$ cat src/rtl/exec_seq_pkg.sv
// exec_seq_pkg: shared types and constants for the exec_sequencer control slice
package exec_seq_pkg;
  typedef enum logic [3:0] {
    ST_IDLE,
    ST_FREQ,
    ST_FWAIT,
    ST_DEC,
    ST_EXE,
    ST_MEM,
    ST_WB,
    ST_HALT,
    ST_ERR
  } state_e;
  localparam logic [31:0] RESET_PC_DEF = 32'h8000_0000;
  localparam int TO_W = 8;
  localparam logic [6:0] OP_SYSTEM = 7'b1110011;
  localparam logic [6:0] OP_LOAD = 7'b0000011;
  localparam logic [6:0] OP_STORE = 7'b0100011;
  // states that wait on a memory response and are therefore timed
  function automatic logic is_wait_state(state_e s);
    return s inside {ST_FREQ, ST_FWAIT, ST_MEM};
  endfunction
  // states in which the core is doing work (not parked)
  function automatic logic is_active_state(state_e s);
    return !(s inside {ST_IDLE, ST_HALT, ST_ERR});
  endfunction
endpackage

$ cat src/rtl/exec_seq_timeout.sv
// exec_seq_timeout: loadable saturating wait counter with clear, enable and expired flag
//   clk, rst     : clock, synchronous active-high reset
//   clr_i        : zero the count (highest priority after reset)
//   ld_i/ld_val_i: load an explicit count
//   en_i         : count one waited cycle
//   expired_o    : this enabled cycle is the LIMIT-th waited cycle
module exec_seq_timeout #(
  parameter int W = 8,
  parameter int LIMIT = 255
) (
  input  logic         clk,
  input  logic         rst,
  input  logic         clr_i,
  input  logic         ld_i,
  input  logic [W-1:0] ld_val_i,
  input  logic         en_i,
  output logic         expired_o
);
  logic [W-1:0] cnt_q, cnt_d;
  always_comb begin
    cnt_d = cnt_q;
    if (clr_i) cnt_d = '0;
    else if (ld_i) cnt_d = ld_val_i;
    else if (en_i && cnt_q != {W{1'b1}}) cnt_d = cnt_q + 1'b1;
  end
  always_ff @(posedge clk) begin
    if (rst) cnt_q <= '0;
    else cnt_q <= cnt_d;
  end
  // cnt_q holds the cycles already waited, so the current cycle is number cnt_q+1
  assign expired_o = en_i && (int'(cnt_q) + 1 >= LIMIT);
endmodule

$ cat src/rtl/exec_sequencer.sv
// exec_sequencer: multi-cycle fetch/decode/execute/mem/write-back control FSM for the YPC core
//   start                         : leave IDLE and begin fetching
//   imem_req/addr/ready/rvalid/rdata : instruction fetch handshake, addr = pc
//   inst                          : instruction register driving the decoder
//   ebreak, wen, is_load, is_store, next_pc : decoder / execute results for inst
//   dmem_req/we/ack               : data access handshake
//   rf_wen                        : one-cycle register-file write strobe in WB
//   pc, halt, bus_err             : current PC, ebreak stop, sticky timeout/misalign error
// Optional: define EXEC_SEQ_PERF_EN to add 64-bit cycle_cnt and instret_cnt outputs.
module exec_sequencer
  import exec_seq_pkg::*;
#(
  parameter int DATA_WIDTH = 32,
  parameter logic [DATA_WIDTH-1:0] RESET_PC = DATA_WIDTH'(RESET_PC_DEF),
  parameter int TIMEOUT = 255
) (
  input  logic                  clk,
  input  logic                  rst,
  input  logic                  start,
  output logic                  imem_req,
  output logic [DATA_WIDTH-1:0] imem_addr,
  input  logic                  imem_ready,
  input  logic                  imem_rvalid,
  input  logic [DATA_WIDTH-1:0] imem_rdata,
  output logic [DATA_WIDTH-1:0] inst,
  input  logic                  ebreak,
  input  logic                  wen,
  input  logic                  is_load,
  input  logic                  is_store,
  input  logic [DATA_WIDTH-1:0] next_pc,
  output logic                  dmem_req,
  output logic                  dmem_we,
  input  logic                  dmem_ack,
  output logic                  rf_wen,
  output logic [DATA_WIDTH-1:0] pc,
  output logic                  halt,
`ifdef EXEC_SEQ_PERF_EN
  output logic [63:0]           cycle_cnt,
  output logic [63:0]           instret_cnt,
`endif
  output logic                  bus_err
);
  state_e state_q, state_d;
  logic [DATA_WIDTH-1:0] pc_q, pc_d, inst_q, inst_d;
  logic we_q, we_d, wen_q, wen_d;
  logic to_exp, misaligned;
  assign misaligned = |next_pc[1:0];
  exec_seq_timeout #(.W(TO_W), .LIMIT(TIMEOUT)) u_timeout (
    .clk      (clk),
    .rst      (rst),
    .clr_i    (state_d != state_q),
    .ld_i     (1'b0),
    .ld_val_i ('0),
    .en_i     (is_wait_state(state_q)),
    .expired_o(to_exp)
  );
  // a response always beats a timeout expiring in the same cycle
  always_comb begin
    state_d = state_q;
    pc_d = pc_q;
    inst_d = inst_q;
    we_d = we_q;
    wen_d = wen_q;
    case (state_q)
      ST_IDLE: state_d = start ? ST_FREQ : ST_IDLE;
      ST_FREQ: state_d = imem_ready ? ST_FWAIT : to_exp ? ST_ERR : ST_FREQ;
      ST_FWAIT: begin
        inst_d = imem_rvalid ? imem_rdata : inst_q;
        state_d = imem_rvalid ? ST_DEC : to_exp ? ST_ERR : ST_FWAIT;
      end
      ST_DEC: state_d = ST_EXE;
      ST_EXE: begin
        // decoder flags are captured so MEM/WB outputs depend on registers only
        we_d = is_store;
        wen_d = wen;
        state_d = ebreak ? ST_HALT : (is_load | is_store) ? ST_MEM : ST_WB;
      end
      ST_MEM: state_d = dmem_ack ? ST_WB : to_exp ? ST_ERR : ST_MEM;
      ST_WB: begin
        pc_d = misaligned ? pc_q : next_pc;
        state_d = misaligned ? ST_ERR : ST_FREQ;
      end
      default: state_d = state_q;
    endcase
  end
  always_ff @(posedge clk) begin
    if (rst) begin
      state_q <= ST_IDLE;
      pc_q <= RESET_PC;
      inst_q <= '0;
      we_q <= 1'b0;
      wen_q <= 1'b0;
    end else begin
      state_q <= state_d;
      pc_q <= pc_d;
      inst_q <= inst_d;
      we_q <= we_d;
      wen_q <= wen_d;
    end
  end
  assign imem_req = state_q == ST_FREQ;
  assign imem_addr = pc_q;
  assign inst = inst_q;
  assign dmem_req = state_q == ST_MEM;
  assign dmem_we = dmem_req & we_q;
  assign rf_wen = (state_q == ST_WB) & wen_q;
  assign pc = pc_q;
  assign halt = state_q == ST_HALT;
  assign bus_err = state_q == ST_ERR;
`ifdef EXEC_SEQ_PERF_EN
  logic [63:0] cyc_q, ret_q;
  always_ff @(posedge clk) begin
    if (rst) begin
      cyc_q <= '0;
      ret_q <= '0;
    end else begin
      cyc_q <= is_active_state(state_q) ? cyc_q + 64'd1 : cyc_q;
      ret_q <= (state_q == ST_WB && state_d == ST_FREQ) ? ret_q + 64'd1 : ret_q;
    end
  end
  assign cycle_cnt = cyc_q;
  assign instret_cnt = ret_q;
`endif
endmodule
$ cat config.mk
export PLATFORM = sky130hd
export DESIGN_NAME = exec_sequencer
export DESIGN_NICKNAME = d
export VERILOG_FILES = /design/src/rtl/exec_seq_pkg.sv /design/src/rtl/exec_seq_timeout.sv /design/src/rtl/exec_sequencer.sv
export SDC_FILE = /design/constraint.sdc
export NUM_CORES = 1
export LEC_CHECK = 0
export CORE_MARGIN = 5
export CORE_UTILIZATION = 40
export CTS_CLUSTER_SIZE = 25
export DETAILED_ROUTE_END_ITERATION = 8
export PLACE_DENSITY = 0.78
export RECOVER_POWER = 25
export SLEW_MARGIN = 5
export SYNTH_ARGS = -nofsm -noshare
export SYNTH_HDL_FRONTEND = slang
export SYNTH_SLANG_ARGS = --single-unit
$ cat constraint.sdc
create_clock -name clk -period 2 [get_ports clk]
set_input_delay 0.3 -clock clk [delete_from_list [all_inputs] [get_ports clk]]
set_output_delay 0.3 -clock clk [all_outputs]
set_load 0.03 [all_outputs]
-- Yosys cells after proc, flatten, opt, wreduce, memory -nomap -nowiden
Cells that the tools add are included.
- register bits: 78
- bits of input ports: 74
- output and inout port bits: 102
- word-level logic and storage cells: 42
- $add $sub $neg: 2
- magnitude comparators: 1
- equal/unequal tests: 10
- muxes and demuxes: 11
- bitwise gates (word level): 4
- reduce and logical (&&, ||, !) cells: 8
- operators by type and width (cell ; count):
    greater-or-equal comparator 32 x 9 -> 1 bit, second input constant ; 1
    two-way mux 4 bit ; 7
    case mux 4 bit (7 select lines) ; 1
    equality test 4 x 3 -> 1 bit, second input constant ; 4
    adder 8 x 1 -> 9 bit, second input constant ; 1
    adder 8 x 1 -> 8 bit, second input constant ; 1
    equality test 4 x 2 -> 1 bit, second input constant ; 2
    != test 8 bit, second input constant ; 1
    equality test 4 x 1 -> 1 bit, second input constant ; 1
    equality test 4 bit, second input constant ; 1
    logical NOT 4 bit ; 1
    two-way mux 2 bit ; 2
    != test 4 bit ; 1
    AND reduction 2 bit ; 2
    OR reduction 2 bit ; 2
    nonzero test 3 bit ; 1
    bitwise AND 1 bit ; 2
    logical AND 1 bit ; 2
    two-way mux 1 bit ; 1
    inverter 1 bit ; 1
    bitwise OR 1 bit ; 1

-- Logic depth before layout (Yosys ltp)
Gate-level depths: netlist of run 1.
- word-level depth: 8
- depth in mapped cells: 7
- gate-level depth less buffers: 6

-- Modules after synthesis
A second synthesis of run 1 with hierarchy kept.
- cell total of the unflattened synthesis: 450
- area total of the unflattened synthesis: 3542.1 µm²
- by module, submodules not included (module ; times used ; cells each ; area each (µm²) ; seq. area each (µm²)):
    exec_sequencer ; 1 ; 382 ; 3001.6 ; 1401.3
    exec_seq_timeout ; 1 ; 68 ; 540.5 ; 160.2

-- Worst setup path before layout of run 1
OpenSTA, ideal clock, no wires.
- path kind: reg-to-output
- from: register state_q[3]
- to: output port bus_err
- arrival time: 1.785 ns
- required time: 1.700 ns
- path slack: -0.085 ns
- stages on the path, launching flop included: 4
- buffers on the path: 2
- cell sequence: dfxtp_1 -> buf_6 -> clkbuf_1 -> nor4b_1
- longest elaborated chain between the ends: 1
- RTL lines (element ; line ; RTL):
    from (decl) ; exec_sequencer.sv:43 ; state_e state_q, state_d;
    from (signal assigned) ; exec_sequencer.sv:94 ; state_q <= state_d;
    equality test 4 bit ; exec_sequencer.sv:109 ; assign bus_err = state_q == ST_ERR;
    to (decl) ; exec_sequencer.sv:41 ; output logic bus_err
No other way between the ends.

-- Final worst setup path of run 1
- from: register state_q[1]
- to: register u_timeout.cnt_q[6]
- longest elaborated chain between the ends: 8
- elaborated cells between the ends (all ways): 19
- those cells by class: eq/ne: 7; mux: 7; reduce/logical: 5
- RTL lines (element ; line ; RTL):
    equality test 4 x 1 -> 1 bit, or another cell as far along ; exec_seq_pkg.sv:21, exec_sequencer.sv:64 ;
    nonzero test 3 bit ; exec_seq_pkg.sv:21 ; return s inside {ST_FREQ, ST_FWAIT, ST_MEM};
    logical AND 1 bit ; exec_seq_timeout.sv:31 ; assign expired_o = en_i && (int'(cnt_q) + 1 >= LIMIT);
    two-way mux 4 bit (on tied branches) (2 in series) ; exec_sequencer.sv:78, exec_sequencer.sv:66, exec_sequencer.sv:69 ;
    case mux 4 bit (7 select lines) ; exec_sequencer.sv:64 ; case (state_q)
    != test 4 bit ; exec_sequencer.sv:51 ; .clr_i (state_d != state_q),
    OR reduction 2 bit (no source line) ; n/a ;
    to (signal assigned) ; exec_seq_timeout.sv:28 ; else cnt_q <= cnt_d;
    to (decl) ; exec_seq_timeout.sv:19 ; logic [W-1:0] cnt_q, cnt_d;
Parallel ways exist; a longest one is shown, timed or not.
A chain may end at the register's enable or synchronous reset.

==> flow_metrics.py, run 1 <==
metrics = {
    "setup_path": {
        "setup.worst_path.end": "u_timeout.cnt_q[6]$_SDFFE_PP0P_",
        "critPathRequiredTime_ns": 2.22,
        "arrival_ns": 2.11,
        "max_stage_delay_ns": 0.60,
        "r2r_cells": 7,
        "crit_chain": "buf_4 > or4b_1 > o21ai_2 > o31ai_1 > o211ai_4 > buf_12 > a211oi_2",
        "setup.worst_path.class": "reg2reg",
        "crit_path_max_fanout": 8,
        "r2r_end": "u_timeout.cnt_q[6]$_SDFFE_PP0P_",
        "crit_family": "simple AND/OR/NAND/NOR gates",
        "startpoint": "state_q[1]$_SDFF_PP0_",
        "r2r-start": "state_q[1]$_SDFF_PP0_",
        "crit_cells": 7,
        "crit_path_end_kind": "flip-flop",
        "worst_path_max_delay_cell": "or4b_1",
        "critPathBufInv": 2,
        "startpoint_type": "flip-flop",
        "ff2ff_setup_slack_ns": 0.11,
    },
    "sta": {
        "worst_slew_pin_slew_ns": 0.3926,
        "fin_tns_setup_ns": 0,
        "setup_ws_ns": 0.1059,
        "clock.fmax_ghz": 0.5279,
        "finalCriticalPeriod_ns": 1.894,
        "skew_ns": 0.01594,
        "setup_viol": 0,
        "max_slew_margin": 0.7360,
        "rsz0062_at_grt": "no",
        "hold_viol": 0,
        "period_share": 0.9471,
        "slew_viol_final": 0,
    },
    "power": {
        "p_total_mw": 3.142,
        "p_switching_uw": 842.6,
        "comb_power_share": 0.165,
        "p_seq_frac": 0.514,
        "vdd_drop_max_mv": 0.3775,
        "p_leak_nw": 1.950,
        "p_sw_frac": 0.2682,
        "powerDensity_mw_per_mm2": 591.8,
        "internal_power_mw": 2.299,
        "power.share.clock": 0.322,
    },
    "synthesis": {
        "netlist_top_cells_area": "dfxtp_1, nand2_1, a21oi_1",
        "synth_top_cell_area_share": 0.4502,
        "synthArstFlopShare": 0,
        "synth_nets": 503,
        "syn_area_mm2": 0.003468,
        "ys_types": 49,
        "ys_seq_elements": 78,
        "avgSynthCellArea_um2": 8.123,
        "ys_warn_count": 0,
        "synthFlopType": "dfxtp_1",
        "synth_edf_count": 0,
        "yosysTopAreaCell": "dfxtp_1",
        "synth_cells": 427,
        "ys_seq_area_frac": 0.4502,
    },
    "layout": {
        "drive_gt1_frac": 0.09965,
        "post-route-util": 0.6178,
        "finalNetCount": 644,
        "syn_to_final_growth_pct": 53.07,
        "fill_cells": 742,
        "layout_common_cells": "clkdlybuf4s50_1, nand2_1, dfxtp_1, a21oi_1, dlygate4sd3_1",
        "insertedDiodeCount": 0,
        "final_common_cell": "clkdlybuf4s50_1",
    },
    "grt": {
        "grt_max_degree": 34,
        "antenna_found_initial": 0,
        "grt_pass1_wl_um": 14680,
        "overflow": 0,
        "grt_use_total": 0.1735,
        "grt_pass1_vias": 3123,
    },
    "floorplanning": {
        "io_pins": 176,
        "num_rows": 34,
        "die_y_um": 103.1,
        "die_area_mm2": 0.01063,
        "coreArea_mm2": 0.008593,
        "initial_core_util": 0.4036,
        "die_x_um": 103.1,
    },
    "route": {
        "vias": 3323,
        "ant_nets": 0,
        "routedWlPerCell_um": 14.23,
        "drc_errors": 0,
        "viasPerCell": 4.887,
        "dr.pass1.iters": 4,
        "drtIter0Drc": 126,
        "wirelength_um": 9675,
    },
    "placement": {
        "dp_slack_ns": -0.01428,
        "portBuffers": 175,
        "place.gp.congestion": 0.8412,
        "place_hpwl_um": 7395,
    },
    "clock_network": {
        "tritoncts.num_buffers": 9,
        "clk_pin_slew_ns": 0.09,
        "root_buffer": "clkbuf_8",
        "clk_latency_ns": 0.34,
        "clock_sinks": 78,
        "cts_tree": "built",
        "clk_path_buf_depth": 2,
        "ctsHtreeMaxLevel": 3,
    },
    "min_path": {
        "min_path_type": "in2reg",
    },
    "flow_run": {
        "maxCapViolCount": 0,
    },
    "status": {
        "status": "finished clean",
    },
}
[power groups by stage]
stage / sequential (mW) / clock (mW) / combinational, mW
6_report: 1.61 / 1.01 / 0.518
5_1_grt: 1.62 / 1.12 / 0.558
4_1_cts: 1.61 / 1.05 / 0.509
3_5_place_dp: 1.65 / 0 / 0.507
3_3_place_gp: 1.65 / 0 / 0.498
2_1_floorplan: 1.68 / 0 / 0.222
[metrics by stage]
stage	hold slack (ns)	cells	cell area [um2]
after floorplan	0.4243	427	3475
after global placement	0.4415	664	5125
after detailed placement	0.4466	664	5125
after CTS	0.3182	679	5286
after global routing	0.3261	680	5309
final	0.3274	680	5309
[synthesized netlist by cell type, types with 2 or more instances]
cell type,count
and2_1,2
nand2_1,131
nor3b_1,2
nor2_1,12
o211ai_1,2
nor2_2,7
xor2_1,5
buf_2,5
and3_1,2
a21oi_1,64
xnor2_1,3
clkbuf_1,19
nor4_2,2
o21ai_0,3
inv_1,4
a31oi_1,2
a211oi_2,2
nor2b_1,3
ha_1,2
nand3_1,6
nor3_1,8
dfxtp_1,78
mux2i_1,4
buf_4,33
nand2b_1,2
[sequential cells by signal, summed over array words and instances, names as in the netlist]
signal	count
inst	32
state_q	4
wen_q	1
we_q	1
imem_addr	32
u_timeout.cnt_q	8
[cells by family after synthesis]
| logic type | after synthesis | share of synthesized area |
|---|---|---|
| AND/OR/NAND/NOR | 189 | 0.2500 |
| AO/OA/AOI/OAI | 84 | 0.1540 |
| flip-flops | 78 | 0.4502 |
| buffers and inverters | 62 | 0.1068 |
| XOR/XNOR | 8 | 0.02020 |
| multiplexers | 4 | 0.01154 |
| adder cells (fa/ha/maj) | 2 | 0.007214 |
[worst min path at each step]
stage / start / to / slack, ns / cells after the start
global placement: inst[17]$_SDFFE_PP0P_ / inst[17]$_SDFFE_PP0P_ / 0.44 / 2
global route: rst / wen_q$_SDFFE_PP0P_ / 0.33 / 2
CTS: rst / state_q[3]$_SDFF_PP0_ / 0.32 / 2
detailed placement: inst[25]$_SDFFE_PP0P_ / inst[25]$_SDFFE_PP0P_ / 0.45 / 2
floorplan: next_pc[31] / imem_addr[31]$_SDFFE_PP1P_ / 0.42 / 2
finish: rst / we_q$_SDFFE_PP0P_ / 0.33 / 2
[per-layer routing]
layer  share of wire  vias to the layer above  track usage
li1                -                     1657            -
met1            0.38                     1528       0.1991
met2            0.50                      134       0.3049
met3            0.11                        4      0.05751
met4          0.0059                        0      0.05378
met5               0                        -            0
[timing repair]
item / in CTS / in global routing
gates cloned: 0 / 0
setup endpoints to repair: 1 / 11
resized for setup: 1 / 7
setup buffers: 0 / 1
hold buffers: 0 / 0
pin swaps: 0 / 1
[area by class of cell]
cell class              count  area [um2]  area share
well taps                 108       135.1     0.02545
flip-flops and latches     78        1564      0.2946
inverters                   4       15.01    0.002828
clock inverters             5       35.03    0.006599
repair buffers            188        1877      0.3535
clock buffers              10       127.6     0.02404
multi-input cells         287        1555      0.2930
Power figures use the tool's default switching activity.
==> run 2, diff against run 1 <==
--- a/config.mk
+++ b/config.mk
@@ -6,10 +6,12 @@
 export NUM_CORES = 1
 export LEC_CHECK = 0
 export CORE_MARGIN = 5
-export CORE_UTILIZATION = 40
+export CORE_UTILIZATION = 60
 export CTS_CLUSTER_SIZE = 25
 export DETAILED_ROUTE_END_ITERATION = 8
-export PLACE_DENSITY = 0.78
+export DONT_BUFFER_PORTS = 1
+export GPL_TIMING_DRIVEN = 0
+export PLACE_DENSITY = 0.74
 export RECOVER_POWER = 25
 export SLEW_MARGIN = 5
 export SYNTH_ARGS = -nofsm -noshare
==> run 2 against run 1 <==
Effect of this change: sequential share of layout area increased by 12 points; total power decreased by 4.5%; highest routed layer unchanged; first-iteration DRC count decreased by 46%; largest cell class is now multi-input combinational cells; sequential power increased by 3%; worst hold slack got worse by 0.24 ns.
==> flow_metrics.py, run 2 (synthesized netlist as in run 1, its figures left out) <==
metrics = {
    "clock_network": {
        "cts_tree": "built",
        "root_buffer": "clkbuf_8",
        "ctsHtreeMaxLevel": 3,
        "tritoncts.num_buffers": 9,
        "clk_path_buf_depth": 2,
        "cts_setup_buffers": 0,
        "clk_pin_slew_ns": 0.08,
        "postCtsHoldBufs": 0,
        "clock_sinks": 78,
        "clk_latency_ns": 0.34,
    },
    "power": {
        "vdd_drop_max_mv": 0.5704,
        "p_leak_nw": 1.353,
        "powerDensity_mw_per_mm2": 789.8,
    },
    "placement": {
        "place.gp.congestion": 0.8320,
        "dp.cells": 499,
        "place_hpwl_um": 6485,
        "portBuffers": 0,
    },
    "setup_path": {
        "ff2ff_setup_slack_ns": 0.10,
        "crit_path_max_fanout": 10,
        "critPathBufInv": 1,
        "arrival_ns": 1.61,
        "startpoint_type": "flip-flop",
        "worst_path_max_delay_cell": "dfxtp_1",
        "setup.worst_path.class": "reg2out",
        "critPathRequiredTime_ns": 1.70,
        "max_stage_delay_ns": 0.33,
        "crit_family": "simple AND/OR/NAND/NOR gates",
        "crit_chain": "buf_4 > or2b_4 > nor2_4 > and2_4",
        "crit_path_end_kind": "primary output",
    },
    "grt": {
        "antenna_found_initial": 0,
        "grt_max_degree": 20,
        "grt_pass1_vias": 2649,
        "overflow": 0,
        "grt_use_total": 0.2188,
        "grt_pass1_wl_um": 12940,
    },
    "sta": {
        "worst_slew_pin_slew_ns": 0.5404,
        "fin_tns_setup_ns": 0,
        "clock.fmax_ghz": 0.5229,
        "setup_viol": 0,
        "max_slew_margin": 0.6377,
        "finalCriticalPeriod_ns": 1.912,
        "rsz0062_at_grt": "no",
        "hold_viol": 0,
        "skew_ns": 0.005353,
        "period_share": 0.9562,
        "finalHoldWorstSlack_ns": 0.08544,
        "slew_viol_final": 0,
    },
    "floorplanning": {
        "num_rows": 27,
        "initial_core_util": 0.6222,
        "coreArea_mm2": 0.005574,
        "die_y_um": 86.03,
        "die_area_mm2": 0.007401,
        "die_x_um": 86.03,
        "io_pins": 176,
    },
    "route": {
        "vias": 2847,
        "drtIter0Drc": 68,
        "dr.pass1.iters": 4,
        "ant_nets": 0,
        "wirelength_um": 8442,
        "routedWlPerCell_um": 16.42,
        "viasPerCell": 5.539,
        "drc_errors": 0,
    },
    "layout": {
        "finalNetCount": 513,
        "layout_common_cells": "nand2_1, dfxtp_1, a21oi_1, buf_4, clkbuf_1",
        "drive_gt1_frac": 0.1900,
        "post-route-util": 0.6813,
        "final_common_cell": "nand2_1",
        "insertedDiodeCount": 0,
        "syn_to_final_growth_pct": 9.488,
        "layoutNonFillerInstCount": 514,
        "fill_cells": 477,
    },
    "min_path": {
        "min_path_type": "in2reg",
    },
    "flow_run": {
        "maxCapViolCount": 0,
    },
    "status": {
        "status": "finished clean",
    },
}
## run 2: where the power goes
part | internal, mW | switching (mW) | total (mW) | leakage, nW
clock network | 0.485 | 0.570 | 1.05 | 0.0893
logic | 0.0992 | 0.187 | 0.286 | 0.634
registers | 1.59 | 0.0723 | 1.66 | 0.630
total | 2.17 | 0.829 | 3.00 | 1.35
## run 2: routing by layer
layer / global-route usage / up-vias / routed length (um)
met5: 0 / - / 0
met3: 0.07877 / 16 / 948
met1: 0.2596 / 1302 / 3291
met2: 0.3602 / 129 / 4043
met4: 0.08489 / 0 / 157
li1: - / 1400 / -
## run 2: timing repair
item                                   4_1_cts  5_1_grt
endpoints found under the hold margin        0        0
setup endpoints to repair                    6       53
gates resized for setup                     10       10
pin swaps                                    1        1
## run 2: worst register-to-register path, stage by stage, from the launching register on
cell	delay, ns
dfxtp_1	0.33
buf_6	0.20
or4b_1	0.13
buf_2	0.17
o21ai_1	0.12
o31ai_1	0.42
o211ai_4	0.24
a211oi_2	0.20
## run 2: stage by stage
step,cell area (um2),power (mW),setup slack [ns]
final,3797,2.999,0.08769
after global routing,3797,3.128,0.005728
after CTS,3781,3.004,0.003964
after detailed placement,3565,1.962,-0.1021
after global placement,3565,1.955,-0.06460
after floorplan,3475,1.907,0.04715
## run 2: area by class of cell
class                           count  area [um2]  area share
Multi-Input combinational cell    287        1597      0.4204
Clock buffer                       11       141.4     0.03723
Sequential cell                    78        1563      0.4115
Buffer                             57       356.6     0.09390
Inverter                            4       15.01    0.003954
Clock inverter                      5       35.03    0.009226
Tap cell                           72       90.09     0.02372
## run 2: final timing paths
| kind | endpoint | startpoint | depth (start not counted) |
|---|---|---|---|
| setup / recovery | dmem_we | state_q[1]$_SDFF_PP0_ | 4 |
| hold / removal | inst[12]$_SDFFE_PP0P_ | imem_rdata[12] | 2 |
| setup reg to reg | u_timeout.cnt_q[6]$_SDFFE_PP0P_ | state_q[3]$_SDFF_PP0_ | 7 |
| hold reg to reg | we_q$_SDFFE_PP0P_ | we_q$_SDFFE_PP0P_ | 2 |
==> run 3, diff against run 2 <==
--- a/config.mk
+++ b/config.mk
@@ -10,7 +10,7 @@
 export CTS_CLUSTER_SIZE = 25
 export DETAILED_ROUTE_END_ITERATION = 8
 export DONT_BUFFER_PORTS = 1
-export GPL_TIMING_DRIVEN = 0
+export MAX_ROUTING_LAYER = met4
 export PLACE_DENSITY = 0.74
 export RECOVER_POWER = 25
 export SLEW_MARGIN = 5
==> run 3 against run 2 <==
Effect of this change: clock skew increased by 0.0079 ns; sequential cell count unchanged; critical path depth up 3; register-to-register slack about the same; design area decreased by 4.3%; critical path type is now reg2reg.
==> flow_metrics.py, run 3 (synthesized netlist as in run 1, its figures left out) <==
metrics = {
    "clock_network": {
        "cts_tree": "built",
        "root_buffer": "clkbuf_8",
        "ctsHtreeMaxLevel": 3,
        "clk_path_buf_depth": 2,
        "tritoncts.num_buffers": 9,
        "clock_sinks": 78,
        "clk_latency_ns": 0.35,
        "clk_pin_slew_ns": 0.08,
        "cts_setup_buffers": 0,
    },
    "setup_path": {
        "critPathRequiredTime_ns": 2.23,
        "setup.worst_path.class": "reg2reg",
        "crit_path_end_kind": "flip-flop",
        "ff2ff_setup_slack_ns": 0.11,
        "startpoint_type": "flip-flop",
        "crit_path_max_fanout": 5,
        "arrival_ns": 2.12,
    },
    "power": {
        "p_leak_nw": 1.246,
        "vdd_drop_max_mv": 0.6066,
        "powerDensity_mw_per_mm2": 856.8,
    },
    "sta": {
        "rsz0062_at_grt": "no",
        "max_slew_margin": 0.4478,
        "finalCriticalPeriod_ns": 1.887,
        "slew_viol_final": 0,
        "fin_tns_setup_ns": 0,
        "skew_ns": 0.01327,
        "clock.fmax_ghz": 0.5300,
        "hold_viol": 0,
        "setup_viol": 0,
        "worst_slew_pin_slew_ns": 0.8256,
        "period_share": 0.9434,
    },
    "placement": {
        "portBuffers": 0,
        "place_hpwl_um": 5979,
        "place.gp.congestion": 0.8906,
    },
    "layout": {
        "layout_common_cells": "nand2_1, dfxtp_1, a21oi_1, buf_4, nor2_1",
        "finalNetCount": 481,
        "final_common_cell": "nand2_1",
        "drive_gt1_frac": 0.1488,
        "layout.area.seq_mm2": 0.001563,
        "syn_to_final_growth_pct": 4.834,
        "multi_input_area_mm2": 0.001551,
        "fill_cells": 495,
        "post-route-util": 0.6523,
        "insertedDiodeCount": 0,
    },
    "route": {
        "wirelength_um": 8393,
        "routedWlPerCell_um": 17.41,
        "vias": 2713,
        "drc_errors": 0,
        "viasPerCell": 5.629,
        "drtIter0Drc": 96,
        "ant_nets": 0,
        "dr.pass1.iters": 4,
    },
    "min_path": {
        "min_path_type": "in2reg",
    },
    "floorplanning": {
        "die_x_um": 86.03,
        "coreArea_mm2": 0.005574,
        "num_rows": 27,
        "initial_core_util": 0.6222,
        "die_area_mm2": 0.007401,
        "die_y_um": 86.03,
        "io_pins": 176,
    },
    "status": {
        "status": "finished clean",
    },
    "grt": {
        "grt_max_degree": 72,
        "antenna_found_initial": 0,
        "grt_pass1_wl_um": 12970,
        "grt_pass1_vias": 2661,
        "overflow": 0,
        "grt_use_total": 0.2258,
    },
    "flow_run": {
        "maxCapViolCount": 0,
    },
}
==> run 3: layer usage <==
| layer | wire length [um] | share of wire | up-vias | track usage |
|---|---|---|---|---|
| met3 | 902 | 0.11 | 11 | 0.08165 |
| met2 | 4212 | 0.50 | 127 | 0.3882 |
| met4 | 102 | 0.012 | 0 | 0.07482 |
| met5 | 0 | 0 | - | - |
| met1 | 3176 | 0.38 | 1242 | 0.2397 |
| li1 | - | - | 1333 | - |
==> run 3: per-stage QoR <==
| step | instance area, um2 | std cells | setup WS [ns] | hold slack (ns) | power (mW) |
|---|---|---|---|---|---|
| floorplan | 3475 | 427 | 0.04715 | 0.4243 | 1.907 |
| global placement | 3416 | 464 | 0.1806 | 0.3745 | 1.955 |
| detailed placement | 3416 | 464 | 0.1558 | 0.3764 | 1.963 |
| CTS | 3615 | 480 | 0.01643 | 0.0007593 | 3.123 |
| global route | 3636 | 482 | 0.005290 | 0.0008209 | 3.261 |
| finish | 3636 | 482 | 0.1133 | 0.01699 | 3.115 |
==> run 3: path summary, 6_finish.rpt <==
kind,from,to,cells past startpoint
worst max-delay path,u_timeout.cnt_q[0]$_SDFFE_PP0P_,u_timeout.cnt_q[0]$_SDFFE_PP0P_,7
worst min-delay path,rst,inst[11]$_SDFFE_PP0P_,1
worst max register to register,u_timeout.cnt_q[0]$_SDFFE_PP0P_,u_timeout.cnt_q[0]$_SDFFE_PP0P_,7
worst min register to register,wen_q$_SDFFE_PP0P_,wen_q$_SDFFE_PP0P_,2
==> run 3: cell type report <==
type                    count  share of cell area
multi-input cells         287              0.4267
inverters                   4            0.004129
well taps                  72             0.02478
flip-flops and latches     78              0.4298
clock inverters             6             0.01961
repair buffers             25             0.05988
clock buffers              10             0.03510
==> run 3: critical path, cell delays in order (launching register included) <==
cell and delay [ns]:
dfxtp_1 0.43, ha_1 0.24, nand2_1 0.09, buf_4 0.17
or3_1 0.41, and2_1 0.21, xnor2_1 0.18, nor2_2 0.04
==> run 3: timing repair <==
item                                   CTS  global route
endpoints found under the hold margin    0            22
hold buffers                             0             2
gates resized for setup                  0             1
setup endpoints to repair                0             1
==> run 3: report_power, final <==
group / switching [mW] / internal (mW) / total [mW] / leakage [nW]
sequential: 0.0764 / 1.59 / 1.66 / 0.630
clock: 0.591 / 0.586 / 1.18 / 0.0931
combinational: 0.160 / 0.115 / 0.276 / 0.523
